`config.mk`:
```
export PLATFORM = sky130hd
export DESIGN_NAME = nanorisc_multicycle_ctrl
export DESIGN_NICKNAME = d
export VERILOG_FILES = /design/src/rtl/nanorisc_multicycle_ctrl.sv
export SDC_FILE = /design/constraint.sdc
export NUM_CORES = 1
export LEC_CHECK = 0
export CAP_MARGIN = 20
export CORE_MARGIN = 2
export CORE_UTILIZATION = 38
export DETAILED_ROUTE_END_ITERATION = 8
export PLACE_DENSITY = 0.69
export SLEW_MARGIN = 20
export SYNTH_ARGS = -nofsm -noshare
export SYNTH_HDL_FRONTEND = slang
export SYNTH_SLANG_ARGS = --single-unit
export TNS_END_PERCENT = 50
```
`constraint.sdc`:
```
create_clock -name clock -period 2.46 [get_ports clock]
set_input_delay 0.492 -clock clock [delete_from_list [all_inputs] [get_ports clock]]
set_output_delay 0.492 -clock clock [all_outputs]
set_load 0.05 [all_outputs]
```
`src/rtl/nanorisc_multicycle_ctrl.sv`:
```
// NanoRisc multi-cycle control sequencer: FETCH/DECODE/EXEC/MEM/WB
// with halt, memory-timeout fault and a saturating retired-instruction count.
module nanorisc_multicycle_ctrl #(
    parameter int MEM_TIMEOUT = 15,
    parameter int CNT_W       = 16
) (
    input  logic             clock,
    input  logic             reset,
    input  logic             start,
    input  logic [2:0]       opcode,
    input  logic             zero,
    input  logic             mem_ready,
    output logic             mem_req,
    output logic             MemRead,
    output logic             MemWrite,
    output logic             IRWrite,
    output logic             PCWrite,
    output logic             PCSrc,
    output logic             RegWrite,
    output logic             RegMemWrite,
    output logic             isSend,
    output logic [1:0]       ULAOp,
    output logic             halted,
    output logic             err,
    output logic [CNT_W-1:0] instr_count,
    output logic [2:0]       state
);

    localparam logic [2:0] S_IDLE   = 3'd0;
    localparam logic [2:0] S_FETCH  = 3'd1;
    localparam logic [2:0] S_DECODE = 3'd2;
    localparam logic [2:0] S_EXEC   = 3'd3;
    localparam logic [2:0] S_MEM    = 3'd4;
    localparam logic [2:0] S_WB     = 3'd5;
    localparam logic [2:0] S_HALT   = 3'd6;
    localparam logic [2:0] S_BAD    = 3'd7;

    localparam logic [2:0] OP_SUM  = 3'b000;
    localparam logic [2:0] OP_SUB  = 3'b001;
    localparam logic [2:0] OP_MUL  = 3'b010;
    localparam logic [2:0] OP_LWI  = 3'b011;
    localparam logic [2:0] OP_SWI  = 3'b100;
    localparam logic [2:0] OP_BNE  = 3'b101;
    localparam logic [2:0] OP_HALT = 3'b110;
    localparam logic [2:0] OP_SEND = 3'b111;

    localparam int              WAIT_W    = $clog2(MEM_TIMEOUT + 1);
    localparam logic [WAIT_W-1:0] WAIT_LAST = WAIT_W'(MEM_TIMEOUT - 1);

    logic [2:0]        r_state;
    logic [2:0]        r_op;
    logic [WAIT_W-1:0] r_wait;
    logic              r_halted;
    logic              r_err;
    logic [CNT_W-1:0]  r_count;

    logic [2:0] w_next;
    logic       w_waiting;
    logic       w_timeout;
    logic       w_fault;
    logic       w_retire;
    logic [1:0] w_alu_op;

    // Stalled memory access: FETCH or MEM without mem_ready this cycle.
    assign w_waiting = ((r_state == S_FETCH) || (r_state == S_MEM))
                       && !mem_ready;
    assign w_timeout = w_waiting && (r_wait == WAIT_LAST);
    assign w_fault   = w_timeout || (r_state == S_BAD);

    assign w_retire = (r_state == S_WB)
                    || ((r_state == S_EXEC) && (r_op == OP_BNE))
                    || ((r_state == S_MEM) && (r_op == OP_SWI) && mem_ready);

    always_comb begin
        w_alu_op = 2'b00;
        case (r_op)
            OP_SUB:  w_alu_op = 2'b01;
            OP_MUL:  w_alu_op = 2'b10;
            default: w_alu_op = 2'b00;
        endcase
    end

    // State register and the registered status outputs.
    always_ff @(posedge clock) begin
        if (reset) begin
            r_state  <= S_IDLE;
            r_op     <= 3'b000;
            r_wait   <= '0;
            r_halted <= 1'b0;
            r_err    <= 1'b0;
            r_count  <= '0;
        end else begin
            r_state <= w_next;
            if (r_state == S_DECODE) begin
                r_op <= opcode;
            end
            r_wait <= w_waiting ? r_wait + WAIT_W'(1) : '0;
            if (w_next == S_HALT) begin
                r_halted <= 1'b1;
            end
            if (w_fault) begin
                r_err <= 1'b1;
            end
            if (w_retire && (r_count != '1)) begin
                r_count <= r_count + CNT_W'(1);
            end
        end
    end

    always_comb begin
        w_next = r_state;
        case (r_state)
            S_IDLE: begin
                if (start) begin
                    w_next = S_FETCH;
                end
            end
            S_FETCH: begin
                if (mem_ready) begin
                    w_next = S_DECODE;
                end else if (w_timeout) begin
                    w_next = S_HALT;
                end
            end
            S_DECODE: begin
                w_next = (opcode == OP_HALT) ? S_HALT : S_EXEC;
            end
            S_EXEC: begin
                case (r_op)
                    OP_LWI, OP_SWI: w_next = S_MEM;
                    OP_BNE:         w_next = S_FETCH;
                    default:        w_next = S_WB;
                endcase
            end
            S_MEM: begin
                if (mem_ready) begin
                    w_next = (r_op == OP_LWI) ? S_WB : S_FETCH;
                end else if (w_timeout) begin
                    w_next = S_HALT;
                end
            end
            S_WB:    w_next = S_FETCH;
            S_HALT:  w_next = S_HALT;
            default: w_next = S_HALT;
        endcase
    end

    // Strobes are forced low while reset is held.
    always_comb begin
        mem_req     = 1'b0;
        MemRead     = 1'b0;
        MemWrite    = 1'b0;
        IRWrite     = 1'b0;
        PCWrite     = 1'b0;
        PCSrc       = 1'b0;
        RegWrite    = 1'b0;
        RegMemWrite = 1'b0;
        isSend      = 1'b0;
        ULAOp       = 2'b00;
        if (!reset) begin
            case (r_state)
                S_FETCH: begin
                    mem_req = 1'b1;
                    MemRead = 1'b1;
                    if (mem_ready) begin
                        IRWrite = 1'b1;
                        PCWrite = 1'b1;
                    end
                end
                S_EXEC: begin
                    case (r_op)
                        OP_SUM, OP_SUB, OP_MUL: begin
                            ULAOp = w_alu_op;
                        end
                        OP_BNE: begin
                            ULAOp   = 2'b01;
                            PCWrite = !zero;
                            PCSrc   = !zero;
                        end
                        default: ;
                    endcase
                end
                S_MEM: begin
                    mem_req  = 1'b1;
                    MemRead  = (r_op == OP_LWI);
                    MemWrite = (r_op == OP_SWI);
                end
                S_WB: begin
                    case (r_op)
                        OP_SUM, OP_SUB, OP_MUL: begin
                            RegWrite = 1'b1;
                            ULAOp    = w_alu_op;
                        end
                        OP_SEND: begin
                            RegWrite = 1'b1;
                            isSend   = 1'b1;
                        end
                        OP_LWI: begin
                            RegMemWrite = 1'b1;
                        end
                        default: ;
                    endcase
                end
                default: ;
            endcase
        end
    end

    assign halted      = r_halted;
    assign err         = r_err;
    assign instr_count = r_count;
    assign state       = r_state;

endmodule

```
==> reports/metrics.cfg, run 1 <==
[timing]
finalClockSkew_ns = 0.00292
max_slew_margin_pct = 66.5
period_share_pct = 95.7
grt_setup_unrepaired = no
maximum_achievable_frequency_ghz = 0.425
tightest_slew_ns = 0.501
period_minus_slack_ns = 2.35
report.final.setup_viol = 0
post-route-worst-setup-slack_ns = 0.107
finalHoldViolCount = 0
final_max_slew_viol_count = 0

[detailed_routing]
via_per_inst = 5.38
drt_iter0_markers = 97
route.detailed.wl_per_inst_um = 13.4
wire_length_after_detailed_routing_um = 3900
first_pass_iters = 4
detail_route.drc_violations = 0
num_vias = 1567
antenna_viol_nets_final = 0

[critical_path]
rr_startpoint = r_op[2]$_SDFFE_PP0N_
regToRegEndpoint = instr_count[7]$_SDFFE_PP0P_
timing_worst_setup_path_type = register to output pin
critical_path.startpoint_type = register
worst_path_max_delay_cell = sky130_fd_sc_hd__or4_4
cp-startpoint = r_op[2]$_SDFFE_PP0N_
critical_path_cell_count = 5
worst_setup_path_end_kind = output pin
critical_path.cell_chain = nand2_2, or4_4, nor3_4, or2_2, buf_4
worst-path-max-fanout = 9
cpPeakStageDelay_ns = 0.52
critical_path.n_buffers_inverters = 1
ff2ff_setup_slack_ns = 0.45
crit_end = PCWrite
timing.critical_path.max_delay_family = simple AND/OR/NAND/NOR gates
timing.critical_path.arrival_ns = 1.86
timing.reg2reg.worst_path_depth = 6
crit_required_ns = 1.97

[grt]
grt_pass1_vias = 1380
first_pass_grt_wire_length_um = 6420
gr-usage-all-layers_pct = 17.8
grt_antenna_before_repair = 0
grt_start_max_net_pins = 18
grt-ovfl-total = 0

[place]
place_hpwl_um = 2960
port-buffer-count = 39
post-place-ws_ns = 0.0336
gp_congestion = 0.772

[synthesis]
yosysWarnings = 0
synth_seq_cells = 28
synth_largest_area_cell = sky130_fd_sc_hd__dfxtp_1
number_of_flops_mapped_to_enable_cells_by_yosys = 0
synthesis.area_sq_um = 1590
yosys.area.top_type_share_pct = 35.4
async_reset_ff_share_pct = 0
synth.distinct_cells = 50
synth.top_cells.by_area = sky130_fd_sc_hd__dfxtp_1, sky130_fd_sc_hd__nor2_1, sky130_fd_sc_hd__a21oi_1
syn_area_per_cell_sq_um = 8.01
yosys_most_used_dff = sky130_fd_sc_hd__dfxtp_1
syn-num-nets = 209
synthesis.instances = 198
synth-seq-area-share_pct = 35.4

[floorplanning]
fp-row-count = 23
dieHeight_um = 68.6
boundaryPins = 40
initial_core_util_pct = 39.6
chipWidth_um = 68.6
die_area_sq_um = 4700
floorplan.core_area_sq_um = 4000

[layout]
layout.cells.most_common = sky130_fd_sc_hd__clkdlybuf4s50_1
final_nets = 253
drive_above_1_share_pct = 19.9
insertedDiodeCount = 0
utilization_pct = 57.4
most_used_cells_in_the_layout_excluding_fill_and_tap_cells = sky130_fd_sc_hd__clkdlybuf4s50_1, sky130_fd_sc_hd__nor2_1, sky130_fd_sc_hd__dfxtp_1
area.growth.synth_to_final_pct = 44.8

[clocking]
number_of_clock_buffers_inserted_by_tritoncts = 3
cts_htree_levels = 1
cts.repair_timing.setup_buffer_count = 0
clk_latency_ns = 0.28
cts_tree = done
cts.sinks = 28
root_buffer = sky130_fd_sc_hd__clkbuf_8
cts.path.max_buffers = 2
ctsHoldBuffers = 0
path_clk_slew_ns = 0.09

[hold_path]
hold_path_depth = 1
worst_hold_path_class = register to register

[job]
max-cap-violations = 0

[power]
peakVddDrop_uv = 373
power_density_normalized_to_cell_area_nw_per_um2 = 446
total_leakage_power_uw = 0.000818

[status]
outcome = complete, no violations

## timing repair
action | CTS | global route
setup endpoints to repair | 1 | 0
gates resized for setup | 1 | 0
hold endpoints to repair | 0 | 0
## power by group
| group | leakage [uW] | switching, uW | internal (uW) |
|---|---|---|---|
| registers | 0.000227 | 9.68 | 463 |
| clock network | 0.0000357 | 146 | 218 |
| logic | 0.000555 | 111 | 76.0 |
| total | 0.000818 | 267 | 757 |
## cell usage after synthesis (3+ instances only)
cell type and number:
sky130_fd_sc_hd__a21oi_1 12, sky130_fd_sc_hd__a31oi_1 5, sky130_fd_sc_hd__and3_1 3, sky130_fd_sc_hd__buf_2 4
sky130_fd_sc_hd__clkbuf_1 6, sky130_fd_sc_hd__dfxtp_1 28, sky130_fd_sc_hd__ha_1 3, sky130_fd_sc_hd__inv_1 6
sky130_fd_sc_hd__mux2_2 5, sky130_fd_sc_hd__nand2_1 12, sky130_fd_sc_hd__nand3_1 7, sky130_fd_sc_hd__nand4_1 5
sky130_fd_sc_hd__nor2_1 27, sky130_fd_sc_hd__nor2b_1 7, sky130_fd_sc_hd__nor3_1 5, sky130_fd_sc_hd__nor4_1 5
sky130_fd_sc_hd__o21ai_0 10, sky130_fd_sc_hd__or3_1 4
## registers in the layout, summed over array words and instances (netlist names)
| signal | flops |
|---|---|
| err | 1 |
| halted | 1 |
| instr_count | 16 |
| r_op | 3 |
| r_wait | 4 |
| state | 3 |
## worst reg2reg max path, delay by kind of cell, from the launching register on
| family | cells | cell delay, ns |
|---|---|---|
| buffers and inverters | 1 | 0.19 |
| AO/OA/AOI/OAI | 3 | 0.70 |
| flip-flops | 1 | 0.43 |
| AND/OR/NAND/NOR | 2 | 0.59 |
## final cells by class
cell class | instances | area, sq um
tap | 50 | 62.6
clock inverter | 1 | 30.0
multi-input combinational | 153 | 1020
timing repair buffer | 50 | 558
clock buffer | 3 | 41.3
sequential | 28 | 564
fill | 382 | 1700
inverter | 6 | 22.5
## metal layers
metal	up-vias	global-route usage (%)	wire [um]
met1	727	25.8	1960
met5	-	0	0
met2	28	26.8	1770
met3	5	4.22	141
met4	0	3.25	27
li1	807	-	-
## kinds of logic (layout without fill, tap and decap cells)
logic type | count (synthesis) | after routing | share of synthesized area [%]
and+or+nand+nor | 95 | 95 | 33.3
AOI/OAI and AO/OA | 45 | 45 | 18.2
DFF | 28 | 28 | 35.4
buffers and inverters | 17 | 60 | 4.34
muxes | 6 | 6 | 4.18
xor gates and xnor gates | 4 | 4 | 2.21
adders and majority gates | 3 | 3 | 2.37
## worst min path at each step
| stage | from | end | slack [ns] |
|---|---|---|---|
| final | r_wait[0]$_SDFF_PP0_ | r_wait[0]$_SDFF_PP0_ | 0.47 |
| after global routing | r_wait[0]$_SDFF_PP0_ | r_wait[0]$_SDFF_PP0_ | 0.49 |
| after CTS | r_wait[0]$_SDFF_PP0_ | r_wait[0]$_SDFF_PP0_ | 0.47 |
| after detailed placement | r_wait[0]$_SDFF_PP0_ | r_wait[0]$_SDFF_PP0_ | 0.45 |
| after global placement | r_wait[0]$_SDFF_PP0_ | r_wait[0]$_SDFF_PP0_ | 0.45 |
| after floorplan | r_wait[0]$_SDFF_PP0_ | r_wait[0]$_SDFF_PP0_ | 0.43 |
## per-stage QoR
step	cells	power (uW)	instance area, sq um	hold WS (ns)	setup TNS (ns)
2_1_floorplan	198	598	1650	0.430	-0.199
3_3_place_gp	287	669	2220	0.447	0
3_5_place_dp	287	671	2220	0.452	0
4_1_cts	291	1030	2300	0.474	0
5_1_grt	291	1060	2300	0.487	0
6_report	291	1020	2300	0.466	0
Power figures use the tool's default switching activity.
==> run 2, diff against run 1 <==
- TNS_END_PERCENT: 50 -> not set
==> run 2 against run 1 <==
Net effect: sequential power about the same; die area unchanged; combinational power about the same; fmax up 1.7%; sequential share of layout area about the same; non-clock buffer count up 1.
==> reports/metrics.cfg, run 2 (same netlist as run 1, synthesis figures left out) <==
[clocking]
cts_htree_levels = 1  ; unchanged
cts.repair_timing.setup_buffer_count = 0  ; unchanged
cts.sinks = 28  ; unchanged
root_buffer = sky130_fd_sc_hd__clkbuf_8
ctsHoldBuffers = 0  ; unchanged
cts.path.max_buffers = 2  ; unchanged
cts_tree = done
number_of_clock_buffers_inserted_by_tritoncts = 3  ; unchanged
clk_latency_ns = 0.27  ; about the same
path_clk_slew_ns = 0.08  ; about the same

[grt]
grt_pass1_vias = 1451  ; +5.1%
first_pass_grt_wire_length_um = 6800  ; +5.9%
gr-usage-all-layers_pct = 18.8  ; +1.0 points
grt-ovfl-total = 0  ; unchanged
grt_start_max_net_pins = 24  ; +6
grt_antenna_before_repair = 0  ; unchanged

[timing]
final_max_slew_viol_count = 0  ; unchanged
period_share_pct = 94.1  ; -1.6 points
period_minus_slack_ns = 2.31  ; -0.0385 ns
max_slew_margin_pct = 66.0  ; -0.54 points
report.final.setup_viol = 0  ; unchanged
tightest_slew_ns = 0.509  ; +0.00803 ns
finalHoldViolCount = 0  ; unchanged
finalClockSkew_ns = 0.00690  ; +0.00398 ns
maximum_achievable_frequency_ghz = 0.432  ; +1.7%
grt_setup_unrepaired = no

[layout]
fill_cell_count = 372  ; -2.6%
area.growth.synth_to_final_pct = 44.9  ; about the same
utilization_pct = 57.4  ; about the same
layout.cells.most_common = sky130_fd_sc_hd__clkdlybuf4s50_1
postLayoutCellArea_sq_um = 2300  ; about the same
drive_above_1_share_pct = 20.7  ; +0.83 points
insertedDiodeCount = 0  ; unchanged
final_nets = 254  ; +0.40%
most_used_cells_in_the_layout_excluding_fill_and_tap_cells = sky130_fd_sc_hd__clkdlybuf4s50_1, sky130_fd_sc_hd__nor2_1, sky130_fd_sc_hd__dfxtp_1
area_occupied_by_multi_input_gates_sq_um = 1040  ; +2.2%
largest_register_ff_count = 16  ; unchanged
area.sequential_sq_um = 566  ; +0.22%

[detailed_routing]
wire_length_after_detailed_routing_um = 3990  ; +2.5%
detail_route.drc_violations = 0  ; unchanged
first_pass_iters = 4  ; unchanged
antenna_viol_nets_final = 0  ; unchanged
route.detailed.wl_per_inst_um = 13.7  ; +2.5%
drt_iter0_markers = 85  ; -12%
num_vias = 1608  ; +2.6%
via_per_inst = 5.53  ; +2.6%

[critical_path]
critical_path.startpoint_type = register
timing_worst_setup_path_type = register to output pin
worst_setup_path_end_kind = output pin
critical_path.cell_chain = or4_4, nor3_4, or2_2, buf_4
cpPeakStageDelay_ns = 0.58  ; +0.06 ns
timing.critical_path.arrival_ns = 1.82  ; -0.04 ns
worst_path_max_delay_cell = sky130_fd_sc_hd__or4_4
crit_required_ns = 1.97  ; about the same
worst-path-max-fanout = 16  ; +7

[floorplanning]
die_area_sq_um = 4700  ; unchanged
dieHeight_um = 68.6  ; unchanged
boundaryPins = 40  ; unchanged
fp-row-count = 23  ; unchanged
initial_core_util_pct = 39.6  ; unchanged
floorplan.core_area_sq_um = 4000  ; unchanged
chipWidth_um = 68.6  ; unchanged

[place]
port-buffer-count = 39  ; unchanged
place_hpwl_um = 3010  ; +1.8%
placement.cell_area_sq_um = 2250  ; +1.2%
gp_congestion = 0.826  ; +7.1%

[power]
peakVddDrop_uv = 476  ; +28%
power_density_normalized_to_cell_area_nw_per_um2 = 393  ; -12%
total_leakage_power_uw = 0.000838  ; +2.4%

[status]
outcome = complete, no violations

[job]
max-cap-violations = 0  ; unchanged

[hold_path]
worst_hold_path_class = register to register

==> run 2: area by class of cell <==
| cell class | instances | share of cell area, % |
|---|---|---|
| sequential | 28 | 24.6 |
| tap | 50 | 2.72 |
| clock buffer | 3 | 1.80 |
| inverter | 6 | 0.980 |
| multi-input combinational | 153 | 45.3 |
| timing repair buffer | 51 | 24.6 |
==> run 2: where the power goes <==
part | internal [uW] | switching [uW]
sequential | 463 | 11.7
clock | 110 | 129
combinational | 77.3 | 113
total | 650 | 254
==> run 2: repair_timing <==
action                                 in CTS  in global routing
endpoints found under the hold margin       0                  0
gates resized for setup                     0                  3
setup endpoints to repair                   0                  2
==> run 2: worst paths after layout <==
check	start	endpoint	slack, ns	depth (start not counted)
min reg2reg	halted$_SDFFE_PP0N_	halted$_SDFFE_PP0N_	0.47	2
min	halted$_SDFFE_PP0N_	halted$_SDFFE_PP0N_	0.47	2
max	state[2]$_SDFF_PP0_	PCWrite	0.15	4
max reg2reg	state[2]$_SDFF_PP0_	instr_count[7]$_SDFFE_PP0P_	0.48	5
==> run 2: through the flow <==
| step | setup slack, ns | hold slack [ns] | cells | TNS [ns] | total power [uW] |
|---|---|---|---|---|---|
| after floorplan | -0.182 | 0.430 | 198 | -0.227 | 601 |
| after global placement | 0.0599 | 0.448 | 288 | 0 | 673 |
| after detailed placement | 0.0425 | 0.458 | 288 | 0 | 674 |
| after CTS | 0.0720 | 0.475 | 291 | 0 | 912 |
| after global routing | 0.0551 | 0.501 | 291 | 0 | 948 |
| final | 0.145 | 0.471 | 291 | 0 | 904 |
==> run 2: routing by layer <==
layer	vias up	share of wire (%)	GRT usage (%)
met5	-	0	0
met4	0	0.58	4.00
met3	2	3.1	3.57
met2	20	47	29.6
met1	769	50	26.6
li1	817	-	-
==> run 2: critical path, delay by kind of cell, from the launching register on <==
family                 cells  cell delay [ns]
flip-flops                 1             0.41
AND/OR/NAND/NOR            3             0.96
buffers and inverters      1             0.18
